`config.mk`:
```
export PLATFORM = sky130hd
export DESIGN_NAME = fifo_drain
export DESIGN_NICKNAME = d
export VERILOG_FILES = /design/src/rtl/fifo_drain.sv
export SDC_FILE = /design/constraint.sdc
export NUM_CORES = 1
export LEC_CHECK = 0
export BUFFER_PORTS_ARGS = -buffer_cell sky130_fd_sc_hd__buf_2
export CAP_MARGIN = 20
export CORE_MARGIN = 5
export CORE_UTILIZATION = 44
export DETAILED_ROUTE_END_ITERATION = 8
export GPL_TIMING_DRIVEN = 1
export MAX_ROUTING_LAYER = met4
export PLACE_DENSITY = 0.86
export RECOVER_POWER = 50
export SLEW_MARGIN = 0
export SYNTH_ARGS = -nofsm -noshare
export SYNTH_HDL_FRONTEND = slang
export SYNTH_SLANG_ARGS = --single-unit
```
`constraint.sdc`:
```
create_clock -name clk -period 1.6 [get_ports clk]
set_clock_uncertainty 0.1 [all_clocks]
set_input_delay 0.16 -clock clk [delete_from_list [all_inputs] [get_ports clk]]
set_output_delay 0.16 -clock clk [all_outputs]
set_load 0.05 [all_outputs]
```
`src/rtl/fifo_drain.sv`:
```
// -----------------------------------------------------------------------------
// fifo_drain
// Pulls words out of a FIFO one at a time and presents each one to a
// downstream valid/ready consumer. Each word costs a read strobe (FETCH),
// a cycle for the RAM read data to arrive (LOAD) and at least one cycle
// of presentation (PRESENT). The best case is 3 cycles per word.
//
// Ports
//   clk        : single clock, all state changes on the rising edge
//   reset      : synchronous, active-high reset
//   enable     : allows a new fetch to start (never aborts one in flight)
//   empty      : FIFO empty flag, only looked at when deciding to fetch
//   fifo_rdata : FIFO RAM read data, valid the cycle after read
//   read       : one-cycle read strobe to the FIFO control
//   out_data   : registered word presented downstream
//   out_valid  : out_data holds a word that has not been delivered yet
//   out_ready  : downstream accepts out_data while out_valid is high
//   busy       : high whenever the engine is not idle
//   word_count : words delivered since reset, wraps modulo 2^CNT_W
// -----------------------------------------------------------------------------
module fifo_drain #(
   parameter int DATA_W = 8,
   parameter int CNT_W  = 8
) (
   input  logic              clk,
   input  logic              reset,
   input  logic              enable,
   input  logic              empty,
   input  logic [DATA_W-1:0] fifo_rdata,
   output logic              read,
   output logic [DATA_W-1:0] out_data,
   output logic              out_valid,
   input  logic              out_ready,
   output logic              busy,
   output logic [CNT_W-1:0]  word_count
);

   typedef enum logic [1:0] {
      IDLE    = 2'd0,
      FETCH   = 2'd1,
      LOAD    = 2'd2,
      PRESENT = 2'd3
   } state_t;

   state_t            state_r;
   logic [DATA_W-1:0] data_r;
   logic [CNT_W-1:0]  count_r;
   logic              fetch_ok;

   // A new fetch may start only while enabled and the FIFO has a word.
   assign fetch_ok = enable && !empty;

   // Sequencer, output word register and delivered-word counter.
   always_ff @(posedge clk) begin
      if (reset) begin
         state_r <= IDLE;
         data_r  <= '0;
         count_r <= '0;
      end else begin
         case (state_r)
            IDLE: begin
               if (fetch_ok) begin
                  state_r <= FETCH;
               end else begin
                  state_r <= IDLE;
               end
            end
            FETCH: begin
               state_r <= LOAD;
            end
            LOAD: begin
               // RAM data answers the strobe issued during FETCH.
               data_r  <= fifo_rdata;
               state_r <= PRESENT;
            end
            PRESENT: begin
               if (out_ready) begin
                  count_r <= count_r + {{(CNT_W-1){1'b0}}, 1'b1};
                  // Chain straight into the next word when one is available.
                  if (fetch_ok) begin
                     state_r <= FETCH;
                  end else begin
                     state_r <= IDLE;
                  end
               end else begin
                  state_r <= PRESENT;
               end
            end
            default: begin
               state_r <= IDLE;
            end
         endcase
      end
   end

   // Control outputs are pure decodes of the state register, so they are
   // glitch-free and change only on the clock edge.
   assign read       = (state_r == FETCH);
   assign out_valid  = (state_r == PRESENT);
   assign busy       = (state_r != IDLE);
   assign out_data   = data_r;
   assign word_count = count_r;

endmodule

```
==> metrics.csv, run 1 <==
metric,value,unit
wire_per_inst,12.5,um
fp.dieArea,0.00259,mm2
worst_hold_path_type,in2reg,
synth_fa_ha_area_frac,0.0170,
hpwl,1190,um
syn_to_final_growth,23.9,%
switching_power,0.000238,W
ir_drop,559,uV
grt_pass1_wl,2530,um
htreeDepth,1,
cp.required,1.34,ns
seqPwrFrac,0.572,
drive_gt1_frac,0.274,
drt_iter0_markers,12,
drv_slew,0,
rsz0062_at_grt,no,
crit_type,reg2out,
yosys.area.top_type,dfxtp_1,
synth-xor-area-share,0.0238,
vias,631,
die_width,50.9,um
synthTopCellsByArea,"dfxtp_1, mux2i_1, nor2_1",
finalWeightedCongestion,0.711,
comb_power_share,0.170,
crit_buf_inv,1,
p_total,0.000834,W
gr-total-overflow,0,
fin_area,913,um2
n_antenna_cell,0,
route.detailed.drc,0,
die_h,50.9,um
worst_pin_slew,0.602,ns
crit_arrival,1.20,ns
path_max_fanout,7,
synth_top_family_by_area,simple AND/OR/NAND/NOR gates,
synth.area.mux_share,0.122,
initial_core_util,0.478,
power_leakage,0.369,nW
rows,14,
hold_violations,0,
p_int,0.000596,W
drv_cap,0,
clockBufferDepth,2,
ys_seq_area_frac,0.489,
power_density,913,mW/mm2
max_freq,683,MHz
path_clk_slew,0.09,ns
yosys_warnings,0,
clk_latency,0.28,ns
syn_area,737,um2
grt_antenna_before_repair,0,
syn_nets,89,
slowest_stage,dfxtp_1,
firstDrtPassIters,4,
switching_share,0.285,
synth_cell_types,25,
status,finished clean,
core-area,0.00154,mm2
synth-simple-area-share,0.224,
synthCells,75,
post-synth-top-area-fraction,0.489,
cts_sinks,18,
ys_ff_latch,18,
drt.antenna.violating_nets,0,
setup_violations,0,
cp-startpoint,state_r[1],
grt_start_max_net_pins,19,
cp-start-kind,flip-flop,
grt_usage,0.126,
worstPathCellList,or2_2 > buf_2,
synth.avg_cell_area,9.83,um2
tns,0,ns
cp-end-kind,output port,
layout.nets,122,
worstReg2RegStart,state_r[1],
io_buffers,31,
ios,32,
cts-root-buf,clkbuf_4,
wl,1530,um
postPlaceCellArea,906,um2
cts_buffers,3,
power_frac_clock,0.258,
finalCriticalPeriod,1.46,ns
critPathMaxStageDelay,0.39,ns
cts_setup_buffers,0,
min_period_over_period,0.915,
first_global_vias,567,
slew_headroom,0.600,
synth_compound_area_frac,0.100,
min_from,fifo_rdata[4],
cts_tree,done,
fillerInstances,138,
via_per_inst,5.17,
crit_family,flip-flops,
[worst min-delay path, stage by stage]
cell and delay (ns):
buf_2 0.08, mux2i_1 0.05, nor2_1 0.07
[cell usage in the layout, fill, tap and decap left out, types with 2 or more instances in the layout]
master    netlist  final
a21oi_1         5      5
nand4_1         3      3
clkbuf_4        0      3
xor2_1          2      2
buf_2           2     18
nand2_1         2      2
clkbuf_1        1     13
or4_1           2      2
dfxtp_1        18     14
o21ai_0         3      3
dfxtp_2         0      4
or3_1           3      3
mux2i_1         9      9
o31ai_1         2      2
nor2_1         11     11
[final cells by class]
cell class                      instances  area, um2  share of cell area
Sequential cell                        18        365               0.400
Multi-Input combinational cell         53        359               0.393
Timing Repair Buffer                   32        146               0.160
Clock buffer                            3       22.5              0.0247
Tap cell                               16       20.0              0.0219
[repair_timing]
action                                  in CTS  in global routing
endpoints found under the setup margin       0                  1
gates resized for setup                      0                  1
hold buffers                                 0                  0
[synth_stat cells]
| cell | instances |
|---|---|
| a21oi_1 | 5 |
| a311oi_1 | 1 |
| and2_1 | 1 |
| and2b_1 | 1 |
| and3b_1 | 1 |
| buf_1 | 1 |
| buf_2 | 2 |
| clkbuf_1 | 1 |
| dfxtp_1 | 18 |
| ha_1 | 1 |
| mux2i_1 | 9 |
| nand2_1 | 2 |
| nand2b_1 | 1 |
| nand3_1 | 1 |
| nand3_4 | 1 |
| nand4_1 | 3 |
| nor2_1 | 11 |
| nor2b_1 | 1 |
| o21ai_0 | 3 |
| o21ba_2 | 1 |
| o31ai_1 | 2 |
| or2_2 | 1 |
| or3_1 | 3 |
| or4_1 | 2 |
| xor2_1 | 2 |
[state kept, by name (all words and copies together) (netlist names)]
register,count
word_count,8
out_data,8
state_r,2
[metal layers]
metal  share of wire  GRT usage
met1            0.45      0.155
met2            0.49      0.198
met3           0.045     0.0203
met4           0.015     0.0638
met5               0          -
[power by group through the flow]
stage	combinational (W)	sequential [W]	clock [W]
2_1_floorplan	0.0000745	0.000519	0
3_3_place_gp	0.000144	0.000485	0
3_5_place_dp	0.000146	0.000487	0
4_1_cts	0.000146	0.000476	0.000222
5_1_grt	0.000151	0.000481	0.000246
6_report	0.000142	0.000477	0.000215
[logic make-up after synthesis]
kind of cell,count (synthesis)
muxes,9
xor gates and xnor gates,2
DFF,18
adders and majority gates,1
AOI/OAI and AO/OA,12
buffers and inverters,4
and+or+nand+nor,29
[metrics by stage]
stage / hold slack [ns] / setup slack (ns) / std cells / utilization
floorplan: 0.172 / 0.0446 / 75 / -
global placement: 0.293 / 0.195 / 119 / 0.588
finish: 0.0126 / 0.137 / 122 / 0.593
detailed placement: 0.308 / 0.150 / 119 / 0.588
CTS: 0.00942 / 0.118 / 122 / 0.602
global route: 0.0130 / 0.0293 / 122 / 0.593
[worst paths after layout]
path | depth (start not counted) | end | slack, ns
hold reg to reg | 2 | word_count[7] | 0.40
setup reg to reg | 3 | word_count[5] | 0.15
setup / recovery | 2 | busy | 0.14
hold / removal | 3 | out_data[4] | 0.01
(Power assumes the default switching activity.)
==> inputs of run 2 (changes only) <==
--- a/config.mk
+++ b/config.mk
@@ -7,12 +7,14 @@
 export LEC_CHECK = 0
 export BUFFER_PORTS_ARGS = -buffer_cell sky130_fd_sc_hd__buf_2
 export CAP_MARGIN = 20
+export CELL_PAD_IN_SITES_DETAIL_PLACEMENT = 0
+export CELL_PAD_IN_SITES_GLOBAL_PLACEMENT = 1
 export CORE_MARGIN = 5
-export CORE_UTILIZATION = 44
+export CORE_UTILIZATION = 32
 export DETAILED_ROUTE_END_ITERATION = 8
 export GPL_TIMING_DRIVEN = 1
 export MAX_ROUTING_LAYER = met4
-export PLACE_DENSITY = 0.86
+export PLACE_DENSITY = 0.85
 export RECOVER_POWER = 50
 export SLEW_MARGIN = 0
 export SYNTH_ARGS = -nofsm -noshare
==> metrics.csv, run 2 (synthesized netlist as in run 1, its figures left out) <==
metric,value,unit
status,finished clean,
drt_iter0_markers,8,
hold_violations,0,
grt_pass1_wl,2840,um
max_freq,669,MHz
hpwl,1220,um
cp-end-kind,flip-flop,
crit_type,reg2reg,
finalWeightedCongestion,0.797,
vias,680,
grt_usage,0.113,
syn_to_final_growth,38.5,%
htreeDepth,1,
fp.dieArea,0.00336,mm2
setup_violations,0,
postPlaceCellArea,921,um2
power_frac_clock,0.302,
cp.required,1.72,ns
final_core_utilization,0.462,
grt_antenna_before_repair,0,
wl,1750,um
cts_sinks,18,
clockBufferDepth,2,
io_buffers,31,
switching_share,0.274,
tns,0,ns
path_clk_slew,0.10,ns
crit_arrival,1.62,ns
die_width,58.0,um
p_int,0.000660,W
drv_slew,0,
final_cell_mix,"buf_2, dfxtp_1, clkbuf_1",
cts-root-buf,clkbuf_4,
fin_area,0.00102,mm2
cts_tree,done,
path_max_fanout,9,
drv_cap,0,
comb_power_share,0.173,
wire_per_inst,12.2,um
drt.antenna.violating_nets,0,
clk_latency,0.29,ns
grt_start_max_net_pins,19,
postCtsResizedCells,0,
ios,32,
slew_headroom,0.593,
power_density,890,mW/mm2
power_leakage,0.409,nW
die_h,58.0,um
n_antenna_cell,0,
min_period_over_period,0.934,
cts_buffers,3,
drive_gt1_frac,0.252,
route.detailed.drc,0,
first_global_vias,622,
firstDrtPassIters,2,
core-area,0.00221,mm2
switching_power,0.000249,W
layout.nets,130,
finalCriticalPeriod,1.49,ns
cp-start-kind,flip-flop,
initial_core_util,0.333,
worst_pin_slew,0.614,ns
gr-total-overflow,0,
seqPwrFrac,0.524,
final_common_cell,buf_2,
via_per_inst,4.76,
worst_hold_path_type,in2reg,
rows,17,
ir_drop,406,uV
rsz0062_at_grt,no,
==> run 2: changes by cell type in the layout (fill, tap and decap cells not counted), sizes merged <==
cell and delta:
dlygate4sd3 +8, clkbuf +1
==> run 2: through the flow <==
stage,instances,power [W],hold slack [ns],setup WS (ns)
after floorplan,75,0.000593,0.172,0.0446
after detailed placement,131,0.000633,0.306,0.133
final,143,0.000909,0.0257,0.106
after CTS,143,0.000928,0.0121,0.103
after global placement,131,0.000630,0.294,0.189
after global routing,143,0.000954,0.0189,0.0326
==> run 2: power by group through the flow <==
stage / logic [W] / registers, W / clock network (W)
6_report: 0.000157 / 0.000477 / 0.000275
5_1_grt: 0.000167 / 0.000479 / 0.000307
4_1_cts: 0.000161 / 0.000476 / 0.000290
3_5_place_dp: 0.000146 / 0.000487 / 0
3_3_place_gp: 0.000145 / 0.000485 / 0
2_1_floorplan: 0.0000745 / 0.000519 / 0
==> run 2: cell type report <==
class,instances,area [um2]
clock buffers,4,36.3
fillers,234,1190
multi-input cells,53,359
flip-flops and latches,18,364
well taps,28,35.0
repair buffers,40,226
==> run 2: per-layer routing <==
metal | track usage | vias up | part of all wire
met4 | 0.0795 | 0 | 0.016
li1 | - | 347 | -
met5 | - | - | 0
met3 | 0.0134 | 2 | 0.051
met1 | 0.128 | 318 | 0.40
met2 | 0.182 | 13 | 0.53
==> run 2: path summary, 6_finish.rpt <==
check	endpoint	cells after the start	startpoint	slack [ns]
max	word_count[5]	3	state_r[0]	0.11
min	state_r[0]	2	out_ready	0.03
max reg2reg	word_count[5]	3	state_r[0]	0.11
min reg2reg	word_count[7]	2	word_count[7]	0.39
==> run 2: worst max-delay path: stages (launching register included) <==
cell and delay (ns):
dfxtp_1 0.50, nand3_4 0.16, or4_1 0.52, a21oi_1 0.15
==> run 2: timing repair <==
action,in CTS,in global routing
buffers inserted,0,0
setup endpoints to repair,0,0
hold endpoints to repair,8,0
hold buffers,8,0
==> inputs of run 3 (changes only) <==
--- a/config.mk
+++ b/config.mk
@@ -5,16 +5,17 @@
 export SDC_FILE = /design/constraint.sdc
 export NUM_CORES = 1
 export LEC_CHECK = 0
+export ABC_AREA = 1
 export BUFFER_PORTS_ARGS = -buffer_cell sky130_fd_sc_hd__buf_2
 export CAP_MARGIN = 20
 export CELL_PAD_IN_SITES_DETAIL_PLACEMENT = 0
 export CELL_PAD_IN_SITES_GLOBAL_PLACEMENT = 1
 export CORE_MARGIN = 5
-export CORE_UTILIZATION = 32
+export CORE_UTILIZATION = 31
 export DETAILED_ROUTE_END_ITERATION = 8
 export GPL_TIMING_DRIVEN = 1
 export MAX_ROUTING_LAYER = met4
-export PLACE_DENSITY = 0.85
+export PLACE_DENSITY = 0.87
 export RECOVER_POWER = 50
 export SLEW_MARGIN = 0
 export SYNTH_ARGS = -nofsm -noshare
==> metrics.csv, run 3 <==
metric,value,unit
status,finished clean,
cp-end-kind,output port,
via_per_inst,4.47,
hold_violations,0,
crit_top_cell,inv_1,
wl,1920,um
max_freq,690,MHz
die_h,59.3,um
comb_power_share,0.220,
crit_family,buffers and inverters,
drt_iter0_markers,12,
power_density,963,mW/mm2
yosys.area.top_type,dfxtp_1,
drv_slew,0,
critPathMaxStageDelay,0.36,ns
drv_cap,0,
placed_cells,159,
grt_antenna_before_repair,0,
rsz0062_at_grt,no,
vias,768,
first_global_vias,769,
firstDrtPassIters,4,
ys_ff_latch,18,
wire_per_inst,11.2,um
cts_buffers,3,
cp-start-kind,flip-flop,
async_reset_ff_frac,0,
power_frac_clock,0.287,
synth_cell_types,16,
post-synth-top-area-fraction,0.478,
path_clk_slew,0.10,ns
seq_area,360,um2
tns,0,ns
route.detailed.drc,0,
htreeDepth,1,
postCtsResizedCells,0,
slowest_stage,dfxtp_1,
worstPathCellList,inv_1 > nand2_1 > inv_1 > buf_2,
synth_ff_type,dfxtp_1,
gr-total-overflow,0,
grt_pass1_wl,3370,um
worstReg2RegStart,state_r[0],
ios,32,
drive_gt1_frac,0.201,
yosysMostFrequentCell,nor2_1,
grt_usage,0.131,
synthTopCellsByArea,"dfxtp_1, nor2_1, nand2_1",
clk_latency,0.30,ns
path_max_fanout,5,
yosys-top-cells-count,"nor2_1, dfxtp_1, nand2_1",
synthCells,101,
fillerInstances,233,
cp-startpoint,state_r[1],
cts_setup_buffers,0,
cts-root-buf,clkbuf_4,
die_width,59.3,um
holdWs,0.0296,ns
switching_power,0.000328,W
worst_pin_slew,0.617,ns
rows,17,
worst_hold_path_type,in2reg,
multi_input_area,332,um2
syn_nets,115,
clockBufferDepth,2,
finalCriticalPeriod,1.45,ns
crit_type,reg2out,
crit_buf_inv,3,
synth_edf_count,0,
finalWeightedCongestion,0.669,
power_leakage,0.490,nW
syn_to_final_growth,37.5,%
crit_arrival,1.19,ns
n_antenna_cell,0,
p_total,0.000998,W
yosys_warnings,0,
min_period_over_period,0.906,
io_buffers,31,
cp.required,1.34,ns
ctsHoldBuffers,9,
stdcell_count,172,
initial_core_util,0.332,
hpwl,1410,um
synth.avg_cell_area,7.47,um2
final_cell_mix,"nor2_1, buf_2, dfxtp_1",
fp.dieArea,0.00352,mm2
min_from,empty,
drt.antenna.violating_nets,0,
cts_tree,done,
p_int,0.000671,W
final_common_cell,nor2_1,
switching_share,0.328,
reg2reg_slack,0.20,ns
cts_sinks,18,
layout.nets,159,
syn_area,754,um2
grt_start_max_net_pins,14,
slew_headroom,0.590,
setup_violations,0,
seqPwrFrac,0.492,
core-area,0.00228,mm2
ys_seq_area_frac,0.478,
ir_drop,525,uV
run 3: changes by cell type after synthesis, sizes merged, moves of 2 or more:
cell   delta
nand2    +13
o21ai     +5
nand3     +4
or3       -3
buf       -3
o31ai     -2
nor2     +19
mux2i     -9
nor3      +3
or4       -2
inv      +11
nand4     -3
run 3: final cells by class:
cell class                      count  area share
Tap cell                           28      0.0338
Multi-Input combinational cell     71       0.320
Clock buffer                        4      0.0350
Timing Repair Buffer               40       0.224
Inverter                           11      0.0398
Sequential cell                    18       0.347
run 3: worst paths after layout:
kind | end | cells past startpoint
worst max register to register | word_count[5] | 5
worst min-delay path | state_r[0] | 3
worst min register to register | out_data[6] | 2
worst max-delay path | read | 4
run 3: logic make-up after synthesis:
group                      count (synthesis)  synth area share
AOI/OAI and AO/OA                         14            0.0945
DFF                                       18             0.478
buffers and inverters                     12            0.0597
and+or+nand+nor                           55             0.340
xor gates and xnor gates                   1            0.0116
adders and majority gates                  1            0.0166
run 3: through the flow:
step | utilization | setup WS (ns) | cell area (um2)
detailed placement | 0.413 | 0.324 | 941
global placement | 0.413 | 0.369 | 941
finish | 0.456 | 0.151 | 1040
global route | 0.456 | 0.0134 | 1040
floorplan | - | 0.00671 | 754
CTS | 0.469 | 0.0939 | 1070
run 3: tightest hold or removal path: stages:
cell      delay (ns)
buf_2           0.07
nand3b_1        0.09
a31oi_1         0.07
run 3: power groups by stage:
stage	clock [W]	sequential, W	combinational, W
floorplan	0	0.000573	0.0000803
global placement	0	0.000502	0.000207
detailed placement	0	0.000503	0.000211
CTS	0.000302	0.000493	0.000227
global route	0.000325	0.000495	0.000238
finish	0.000287	0.000492	0.000220
run 3: routing by layer:
metal | wire, um | track usage | vias up
met5 | 0 | - | -
met4 | 34 | 0.0485 | 0
met3 | 128 | 0.0479 | 3
met2 | 969 | 0.226 | 21
met1 | 787 | 0.136 | 340
li1 | - | - | 404
